### config.mk
export PLATFORM = sky130hd
export DESIGN_NAME = uart_ram_loader
export DESIGN_NICKNAME = d
export VERILOG_FILES = /design/src/rtl/uart_ram_loader_pkg.sv /design/src/rtl/uart_word_packer.sv /design/src/rtl/uart_ram_loader.sv
export SDC_FILE = /design/constraint.sdc
export NUM_CORES = 1
export LEC_CHECK = 0
export ABC_CLOCK_PERIOD_IN_PS = 5560
export BUFFER_PORTS_ARGS = -buffer_cell sky130_fd_sc_hd__clkbuf_2
export CORE_MARGIN = 2
export CORE_UTILIZATION = 56
export CTS_BUF_LIST = sky130_fd_sc_hd__clkbuf_4 sky130_fd_sc_hd__clkbuf_8
export DETAILED_ROUTE_END_ITERATION = 8
export PLACE_DENSITY = 0.78
export SYNTH_ARGS = -nofsm -noshare
export SYNTH_HDL_FRONTEND = slang
export SYNTH_HIERARCHICAL = 1
export SYNTH_SLANG_ARGS = --single-unit
export TNS_END_PERCENT = 20
### constraint.sdc
create_clock -name clk -period 5.56 [get_ports clk]
set_clock_uncertainty 0.1 [all_clocks]
set_input_delay 1.112 -clock clk [delete_from_list [all_inputs] [get_ports clk]]
set_output_delay 1.112 -clock clk [all_outputs]
set_load 0.02 [all_outputs]
### src/rtl/uart_ram_loader_pkg.sv
// Shared constants for the UART-to-RAM loader: FSM encoding, default address width
// and byte-lane geometry. The memory-map decode uses the same constants.
package uart_ram_loader_pkg;

  typedef enum logic [1:0] {
    ST_IDLE  = 2'd0,
    ST_ARMED = 2'd1,
    ST_DONE  = 2'd2
  } state_t;

  localparam int DEFAULT_ADDR_WIDTH = 12;
  localparam int LANE_WIDTH         = 8;
  localparam int BYTE_LANES         = 4;
  localparam int WORD_WIDTH         = LANE_WIDTH * BYTE_LANES;
  localparam logic [1:0] LAST_LANE  = 2'd3;

endpackage

### src/rtl/uart_word_packer.sv
// Packs received bytes little-endian into a 32-bit word. The fourth byte is forwarded
// combinationally so the parent can capture the full word on the same edge.
module uart_word_packer
  import uart_ram_loader_pkg::*;
(
  input  logic                  clk,
  input  logic                  rst,
  input  logic                  clear,
  input  logic                  rx_valid,
  input  logic [LANE_WIDTH-1:0] rx_byte,
  output logic [1:0]            byte_idx,
  output logic [WORD_WIDTH-1:0] word,
  output logic                  word_ready
);

  localparam int BUF_WIDTH = LANE_WIDTH * (BYTE_LANES - 1);

  logic [1:0]           idx_reg;
  logic [BUF_WIDTH-1:0] buffer_reg;
  logic [BUF_WIDTH-1:0] buffer_next;

  assign byte_idx   = idx_reg;
  assign word_ready = rx_valid && !clear && (idx_reg == LAST_LANE);
  assign word       = {rx_byte, buffer_reg};

  // Only lanes 0..2 need storage; lane 3 is the byte arriving with word_ready.
  for (genvar gi = 0; gi < BYTE_LANES - 1; gi++) begin : g_lane
    assign buffer_next[gi*LANE_WIDTH +: LANE_WIDTH] =
      (clear || word_ready)              ? '0 :
      (rx_valid && idx_reg == 2'(gi))    ? rx_byte :
                                           buffer_reg[gi*LANE_WIDTH +: LANE_WIDTH];
  end

  always_ff @(posedge clk or negedge rst) begin
    if (!rst) begin
      idx_reg    <= '0;
      buffer_reg <= '0;
    end else begin
      buffer_reg <= buffer_next;
      if (clear)
        idx_reg <= '0;
      else if (rx_valid)
        idx_reg <= idx_reg + 2'd1;
    end
  end

endmodule

### src/rtl/uart_ram_loader.sv
// Drives RAM write port 2 from the UART byte stream: arm with a start address, pack
// bytes into words, write one word per cycle, flag timeout/abort/overflow on err.
module uart_ram_loader
  import uart_ram_loader_pkg::*;
#(
  parameter int ADDR_WIDTH     = DEFAULT_ADDR_WIDTH,
  parameter int TIMEOUT_CYCLES = 100000,
  parameter int CNT_WIDTH      = 17
) (
  input  logic                  clk,
  input  logic                  rst,
  input  logic                  set_addr,
  input  logic [ADDR_WIDTH-1:0] start_addr,
  input  logic                  stop,
  input  logic                  rx_valid,
  input  logic [7:0]            rx_byte,
  output logic                  wEn2,
  output logic [ADDR_WIDTH-1:0] addr2,
  output logic [31:0]           dataIn2,
  output logic                  busy,
  output logic [ADDR_WIDTH:0]   words_written,
  output logic                  err
);

  state_t                state_reg, state_next;
  logic [ADDR_WIDTH-1:0] next_addr_reg;
  logic [CNT_WIDTH-1:0]  tcnt_reg;

  logic        armed;
  logic        pack_valid;
  logic        pack_clear;
  logic        timeout_fire;
  logic        word_ready;
  logic [1:0]  byte_idx;
  logic [31:0] pack_word;

  uart_word_packer u_packer (
    .clk        (clk),
    .rst        (rst),
    .clear      (pack_clear),
    .rx_valid   (pack_valid),
    .rx_byte    (rx_byte),
    .byte_idx   (byte_idx),
    .word       (pack_word),
    .word_ready (word_ready)
  );

  assign busy = (state_reg == ST_ARMED);

  always_ff @(posedge clk or negedge rst) begin
    if (!rst)
      state_reg <= ST_IDLE;
    else
      state_reg <= state_next;
  end

  // Precedence: set_addr > stop > timeout/byte; a byte on the expiry cycle beats the timeout.
  always_comb begin
    state_next   = state_reg;
    armed        = (state_reg == ST_ARMED);
    pack_valid   = armed && rx_valid && !set_addr && !stop;
    timeout_fire = armed && !set_addr && !stop && !rx_valid && (byte_idx != 2'd0) &&
                   (tcnt_reg == CNT_WIDTH'(TIMEOUT_CYCLES - 1));
    pack_clear   = set_addr || (armed && stop) || timeout_fire;
    if (set_addr)
      state_next = ST_ARMED;
    else if (armed && stop)
      state_next = ST_IDLE;
    else if (word_ready && (next_addr_reg == '1))
      state_next = ST_DONE;
  end

  always_ff @(posedge clk or negedge rst) begin
    if (!rst) begin
      wEn2          <= 1'b0;
      addr2         <= '0;
      dataIn2       <= '0;
      words_written <= '0;
      err           <= 1'b0;
      next_addr_reg <= '0;
      tcnt_reg      <= '0;
    end else begin
      wEn2 <= 1'b0;
      if (set_addr) begin
        next_addr_reg <= start_addr;
        words_written <= '0;
        err           <= 1'b0;
        tcnt_reg      <= '0;
      end else if (armed && stop) begin
        if (byte_idx != 2'd0)
          err <= 1'b1;
        tcnt_reg <= '0;
      end else if (timeout_fire) begin
        err      <= 1'b1;
        tcnt_reg <= '0;
      end else if (armed) begin
        if (rx_valid)
          tcnt_reg <= '0;
        else if (byte_idx != 2'd0)
          tcnt_reg <= tcnt_reg + CNT_WIDTH'(1);
        if (word_ready) begin
          wEn2    <= 1'b1;
          addr2   <= next_addr_reg;
          dataIn2 <= pack_word;
          if (!words_written[ADDR_WIDTH])
            words_written <= words_written + (ADDR_WIDTH+1)'(1);
          // The top address is the last one written; the FSM moves to DONE instead of wrapping.
          if (next_addr_reg == '1)
            err <= 1'b1;
          else
            next_addr_reg <= next_addr_reg + ADDR_WIDTH'(1);
        end
      end
    end
  end

endmodule

==> summary.md, run 1 <==
| Metric | Value |
|---|---|
| Total CTS buffers | 17 |
| DRC viols | 0 |
| GRT Util Overall | 23.5% |
| Warnings from Yosys | 6 |
| Cells after DPL | 725 |
| Routed vias | 4,410 |
| Top FF cell, synth | dfrtp_1 |
| Crit start category | input pin |
| Slew Viols, Final | 0 |
| Simple-gate share of the synthesized area | 18.4% |
| Ys async rst share | 100% |
| Pwr/cell area | 261 nW/µm² |
| CP arrival | 3.98 ns |
| Post-CTS Setup Inserts | 0 |
| Fin nets | 636 |
| GR Overflow Total | 0 |
| Chip width | 108 µm |
| Routed Antenna Nets | 0 |
| Clk slew on worst S/H paths | 0.07 ns |
| Post-Synthesis Cell Area | 6100 µm² |
| Final Util | 63.9% |
| Critical path's slowest cell | or4_1 |
| Layout cells sized above 1 | 35.5% |
| DR WL/cell | 17.1 µm |
| Critical Path RT | 5.80 ns |
| Starting Density | 56.8% |
| Adder-cell share of the synthesized area | 1.44% |
| Die Ht | 108 µm |
| Distinct cells, synth | 68 |
| Sequential-to-total area share from yosys stat | 47.6% |
| Worst vdd ir | 200 µV |
| Compound-Gate Fraction of Synth Area | 15.5% |
| Worst-Margin Slew | 1.02 ns |
| Worst-case clock buffer depth | 2 |
| Final Power | 1.80 mW |
| Fmax | 268 MHz |
| R2r setup slk | 2.34 ns |
| Hold_buf cts | 0 |
| GPL Wtd Cong | 0.853 |
| Setup Crit Path Kind | in2reg |
| Most frequent cells in the layout | 116 x dfrtp_1, 83 x clkbuf_2, 41 x mux2_2, 36 x nor2_1, 30 x nand3_1 |
| Max Cap Viol | 0 |
| Critical path capture point type | flip-flop |
| Ant. Diodes | 0 |
| Antenna violations before repair | 0 |
| Setup TNS | 0 ns |
| # IOs | 85 |
| Clock sinks | 116 |
| PostCTS Resize Cnt | 0 |
| Largest net degree at the start of global routing | 84 |
| Cells after Synth | 534 |
| Layout area overhead | 12.6% |
| Outcome | finished, final reports clean |
| Crit-path max FO | 29 |
| Depth of the CTS H-tree | 4 |
| Port Buffers | 84 |
| Clock Latency Late Sink | 0.43 ns |
| RSZ-0062 raised after global routing | no |
| Multiplexer share of the synthesized area | 8.45% |
| CTS root buffer | clkbuf_8 |
| CTS tree | yes |
| Leak | 3.02 nW |
| Final non-filler cell total | 757 |
| Setup WS pre-CTS | 1.47 ns |
| Post-layout instance area | 6870 µm² |
| Number of global-route vias before repair | 4,346 |
| Worst min path class | reg2reg |
| Net Count, Synth | 566 |
| Post-DP HPWL | 8.79 mm |
| Drt total wl | 12.9 mm |
| Top cell family by delay on the critical path | simple AND/OR/NAND/NOR gates |
| Core Rows | 38 |
| EDFF count, synth | 0 |
| Largest register FFs | 32 |
| Min cycle time layout | 3.74 ns |
| Most common cell after layout, fill and taps aside | dfrtp_1 |
| Finish-stage setup viols | 0 |
| Post-Synth XOR/XNOR Area | 2.58% |
| FF+latch count, synth | 116 |
| Final Hold Viols | 0 |
| Hold slack final | 0.400 ns |
| CP Buf/Inv Count | 1 |
| Final WS setup | 1.82 ns |
| Global-route wire length before repair | 21.5 mm |
| Die area | 11,700 µm² |
| Initial DRC count | 224 |
| Rel. slew slack | 31.8% |
| Placed instance area | 6440 µm² |
| CP cell instances | clkbuf_2 > nor4b_4 > and2_1 > nand2_1 > nor2_1 > nor3b_4 > o211ai_2 > or4_1 > a21oi_1 |
| Mean post-synth cell area | 11.4 µm² |
| Crit-path max cell delay | 0.58 ns |
| Period utilization | 67.2% |
| CORE AREA | 10,700 µm² |
| Vias per inst | 5.83 |
| Largest family of logic cells by synthesized area | simple AND/OR/NAND/NOR gates |
| Pre-antenna DRT Iters | 4 |
-- worst paths after layout --
path                        startpoint          endpoint  cells after the start
max                           set_addr  words_written[8]                      9
min                         dataIn2[4]        dataIn2[4]                      1
max reg2reg                tcnt_reg[0]  words_written[8]                     10
min reg2reg                 dataIn2[4]        dataIn2[4]                      1
max in group asynchronous          rst       tcnt_reg[8]                      2
min in group asynchronous          rst          addr2[2]                      1
-- routing by layer --
layer / GRT usage (%) / wire (µm) / vias up
li1: - / - / 2115
met1: 31.4 / 5840 / 2174
met2: 38.5 / 6420 / 99
met3: 5.00 / 460 / 22
met4: 7.42 / 211 / 0
met5: 0 / 0 / -
-- cells in the mapped netlist, drive strengths merged (4+ instances only) --
library cell | instances | area (µm²)
a21bo | 17 | 170
ha | 7 | 87.6
dfrtp | 116 | 2900
inv | 16 | 60.1
a221oi | 17 | 255
nor4 | 12 | 81.3
o31ai | 4 | 30.0
a31oi | 6 | 37.5
nand2b | 20 | 133
mux2 | 44 | 495
nand2 | 23 | 86.3
and2 | 4 | 25.0
nor2 | 36 | 135
nor4b | 10 | 103
nand3 | 31 | 160
and4 | 5 | 45.0
nand4 | 5 | 52.6
xnor2 | 16 | 140
a21oi | 19 | 118
buf | 36 | 274
or4 | 6 | 48.8
o21ai | 16 | 91.3
or3 | 9 | 56.3
o211ai | 4 | 35.0
a221o | 9 | 90.1
nor3 | 8 | 40.0
-- where the power goes --
group / switching, mW / internal (mW) / total, mW / leakage, nW
combinational: 0.0694 / 0.0326 / 0.102 / 1.23
sequential: 0.0169 / 0.854 / 0.871 / 1.59
clock: 0.363 / 0.459 / 0.822 / 0.210
-- area by class of cell --
class | instances | area (µm²)
Clock inverter | 14 | 176
Sequential cell | 116 | 2900
Inverter | 16 | 60.1
Fill cell | 873 | 3880
Tap cell | 140 | 175
Timing Repair Buffer | 91 | 475
Clock buffer | 18 | 248
Multi-Input combinational cell | 362 | 2830
-- cells by family (layout without fill, tap and decap cells) --
family | after synthesis | after routing
and+or+nand+nor | 186 | 186
adders and majority gates | 7 | 7
DFF | 116 | 116
buffers and inverters | 56 | 139
xor gates and xnor gates | 18 | 18
AOI/OAI and AO/OA | 105 | 105
muxes | 46 | 46
Power figures use the tool's default switching activity.
==> run 2, diff against run 1 <==
--- a/config.mk
+++ b/config.mk
@@ -5,13 +5,13 @@
 export SDC_FILE = /design/constraint.sdc
 export NUM_CORES = 1
 export LEC_CHECK = 0
-export ABC_CLOCK_PERIOD_IN_PS = 5560
+export ABC_CLOCK_PERIOD_IN_PS = 3350
 export BUFFER_PORTS_ARGS = -buffer_cell sky130_fd_sc_hd__clkbuf_2
 export CORE_MARGIN = 2
-export CORE_UTILIZATION = 56
+export CORE_UTILIZATION = 54
 export CTS_BUF_LIST = sky130_fd_sc_hd__clkbuf_4 sky130_fd_sc_hd__clkbuf_8
 export DETAILED_ROUTE_END_ITERATION = 8
-export PLACE_DENSITY = 0.78
+export PLACE_DENSITY = 0.79
 export SYNTH_ARGS = -nofsm -noshare
 export SYNTH_HDL_FRONTEND = slang
 export SYNTH_HIERARCHICAL = 1
==> constraint.sdc (replaced) <==
create_clock -name clk -period 3.35 [get_ports clk]
set_clock_uncertainty 0.1 [all_clocks]
set_input_delay 0.67 -clock clk [delete_from_list [all_inputs] [get_ports clk]]
set_output_delay 0.67 -clock clk [all_outputs]
set_load 0.02 [all_outputs]
==> summary.md, run 2 (synthesized netlist as in run 1, its figures left out) <==
| Metric | Value |
|---|---|
| Crit-path max FO | 19 (-34%) |
| Pwr/cell area | 415 nW/µm² (+59%) |
| RSZ-0062 raised after global routing | no |
| Routed Antenna Nets | 0 (unchanged) |
| Clk slew on worst S/H paths | 0.07 ns (about the same) |
| Setup TNS | 0 ns (unchanged) |
| Fin nets | 651 (+2.4%) |
| Max Cap Viol | 0 (unchanged) |
| Hold slack final | 0.162 ns (-0.238 ns) |
| Drt total wl | 13.7 mm (+5.9%) |
| CTS tree | yes |
| Pre-antenna DRT Iters | 5 (+1) |
| GR Overflow Total | 0 (unchanged) |
| Worst vdd ir | 218 µV (+9.2%) |
| Crit start category | flip-flop |
| Die Ht | 110 µm (+1.8%) |
| Ant. Diodes | 0 (unchanged) |
| Final WS setup | 0.344 ns (-1.48 ns) |
| Global-route wire length before repair | 22.2 mm (+2.9%) |
| Min cycle time layout | 3.01 ns |
| CP arrival | 3.22 ns (-0.76 ns) |
| Setup WS pre-CTS | -0.101 ns (-1.57 ns) |
| Antenna violations before repair | 0 (unchanged) |
| Post-DP HPWL | 9.21 mm (+4.8%) |
| Final Hold Viols | 0 (unchanged) |
| DRC viols | 0 (unchanged) |
| Critical path capture point type | flip-flop |
| Chip width | 110 µm (+1.8%) |
| Fillers | 853 (-2.3%) |
| Starting Density | 55.8% (-0.99 points) |
| GPL Wtd Cong | 0.824 (-3.3%) |
| Hold_buf cts | 0 (unchanged) |
| Largest net degree at the start of global routing | 53 (-37%) |
| # IOs | 85 (unchanged) |
| Layout area overhead | 14.0% |
| Critical Path RT | 3.56 ns (-2.24 ns) |
| Worst-case clock buffer depth | 2 (unchanged) |
| Post-CTS Setup Inserts | 0 (unchanged) |
| Worst-Margin Slew | 1.24 ns (+0.215 ns) |
| Core Rows | 38 (unchanged) |
| Setup Crit Path Kind | reg2reg |
| Layout cells sized above 1 | 36.9% (+1.4 points) |
| DR WL/cell | 17.8 µm (+3.9%) |
| Fmax | 333 MHz |
| Outcome | finished, final reports clean |
| Largest register FFs | 32 (unchanged) |
| Number of global-route vias before repair | 4,603 (+5.9%) |
| Most common cell after layout, fill and taps aside | dfrtp_1 |
| Port Buffers | 84 (unchanged) |
| Depth of the CTS H-tree | 4 (unchanged) |
| GRT Util Overall | 23.6% (+0.040 points) |
| Clock Latency Late Sink | 0.43 ns (about the same) |
| Clock sinks | 116 (unchanged) |
| CORE AREA | 10,900 µm² (+1.8%) |
| Slew Viols, Final | 0 (unchanged) |
| Worst min path class | in2async |
| Routed vias | 4,632 (+5.0%) |
| Finish-stage setup viols | 0 (unchanged) |
| PostCTS Resize Cnt | 0 (unchanged) |
| Initial DRC count | 401 (+79%) |
| Total CTS buffers | 17 (unchanged) |
| R2r setup slk | 0.34 ns (-2.00 ns) |
| Vias per inst | 6.01 (+3.1%) |
| Leak | 3.09 nW (+2.0%) |
| Period utilization | 89.7% |
| Most frequent cells in the layout | 116 x dfrtp_1, 83 x clkbuf_2, 41 x mux2_2, 36 x nor2_1, 30 x nand3_1 |
| Die area | 12,200 µm² (+3.6%) |
| Rel. slew slack | 17.5% (-14 points) |
| CTS root buffer | clkbuf_8 |
## run 2: changes by cell type in the layout (fill, tap and decap cells not counted), sizes merged
| cell | previous run | this run |
|---|---|---|
| buf | 8 | 22 |
| clkinv | 7 | 5 |
| clkinvlp | 2 | 3 |
| inv | 18 | 16 |
| bufinv | 3 | 2 |
| a21oi | 19 | 20 |
| clkbuf | 101 | 104 |
## run 2: cell type report
class	count	area, µm²	share of cell area [%]
Clock inverter	10	108	1.55
Inverter	16	60.1	0.864
Multi-Input combinational cell	363	2840	40.8
Sequential cell	116	2900	41.7
Clock buffer	21	277	3.98
Tap cell	140	175	2.52
Timing Repair Buffer	105	593	8.53
## run 2: where the power goes
part,internal [mW],switching (mW)
logic,0.0629,0.118
registers,1.42,0.0281
clock network,0.704,0.554
## run 2: routing by layer
metal	GRT usage, %	vias up	part of all wire [%]
met1	31.4	2310	44
met4	9.11	0	1.3
met3	5.53	23	5.5
li1	-	2146	-
met2	37.4	153	49
met5	0	-	0
## run 2: final timing paths
| check | depth (start not counted) | from | endpoint |
|---|---|---|---|
| setup / recovery | 8 | state_reg[1] | addr2[8] |
| hold / removal | 1 | rst | words_written[3] |
| setup reg to reg | 8 | state_reg[1] | addr2[8] |
| hold reg to reg | 1 | dataIn2[4] | dataIn2[4] |
| max in group asynchronous | 2 | rst | dataIn2[14] |
| min in group clk | 3 | start_addr[9] | next_addr_reg[9] |
## run 2: worst max-delay path: stages (launching register included)
cell and delay (ns):
dfrtp_1 0.45, nand2b_4 0.20, inv_1 0.10, a21oi_1 0.23, nand2_1 0.11, nor2_1 0.16
nand2_1 0.17, a21oi_2 0.93, mux2_2 0.42
## run 2: stage by stage
| step | instance area, µm² | power (mW) | utilization [%] | cells |
|---|---|---|---|---|
| after floorplan | 6100 | 1.57 | - | 534 |
| after global placement | 6560 | 1.65 | 60.0 | 739 |
| after detailed placement | 6560 | 1.65 | 60.0 | 739 |
| after CTS | 6950 | 2.91 | 63.5 | 770 |
| after global routing | 6950 | 2.99 | 63.6 | 771 |
| final | 6950 | 2.89 | 63.6 | 771 |
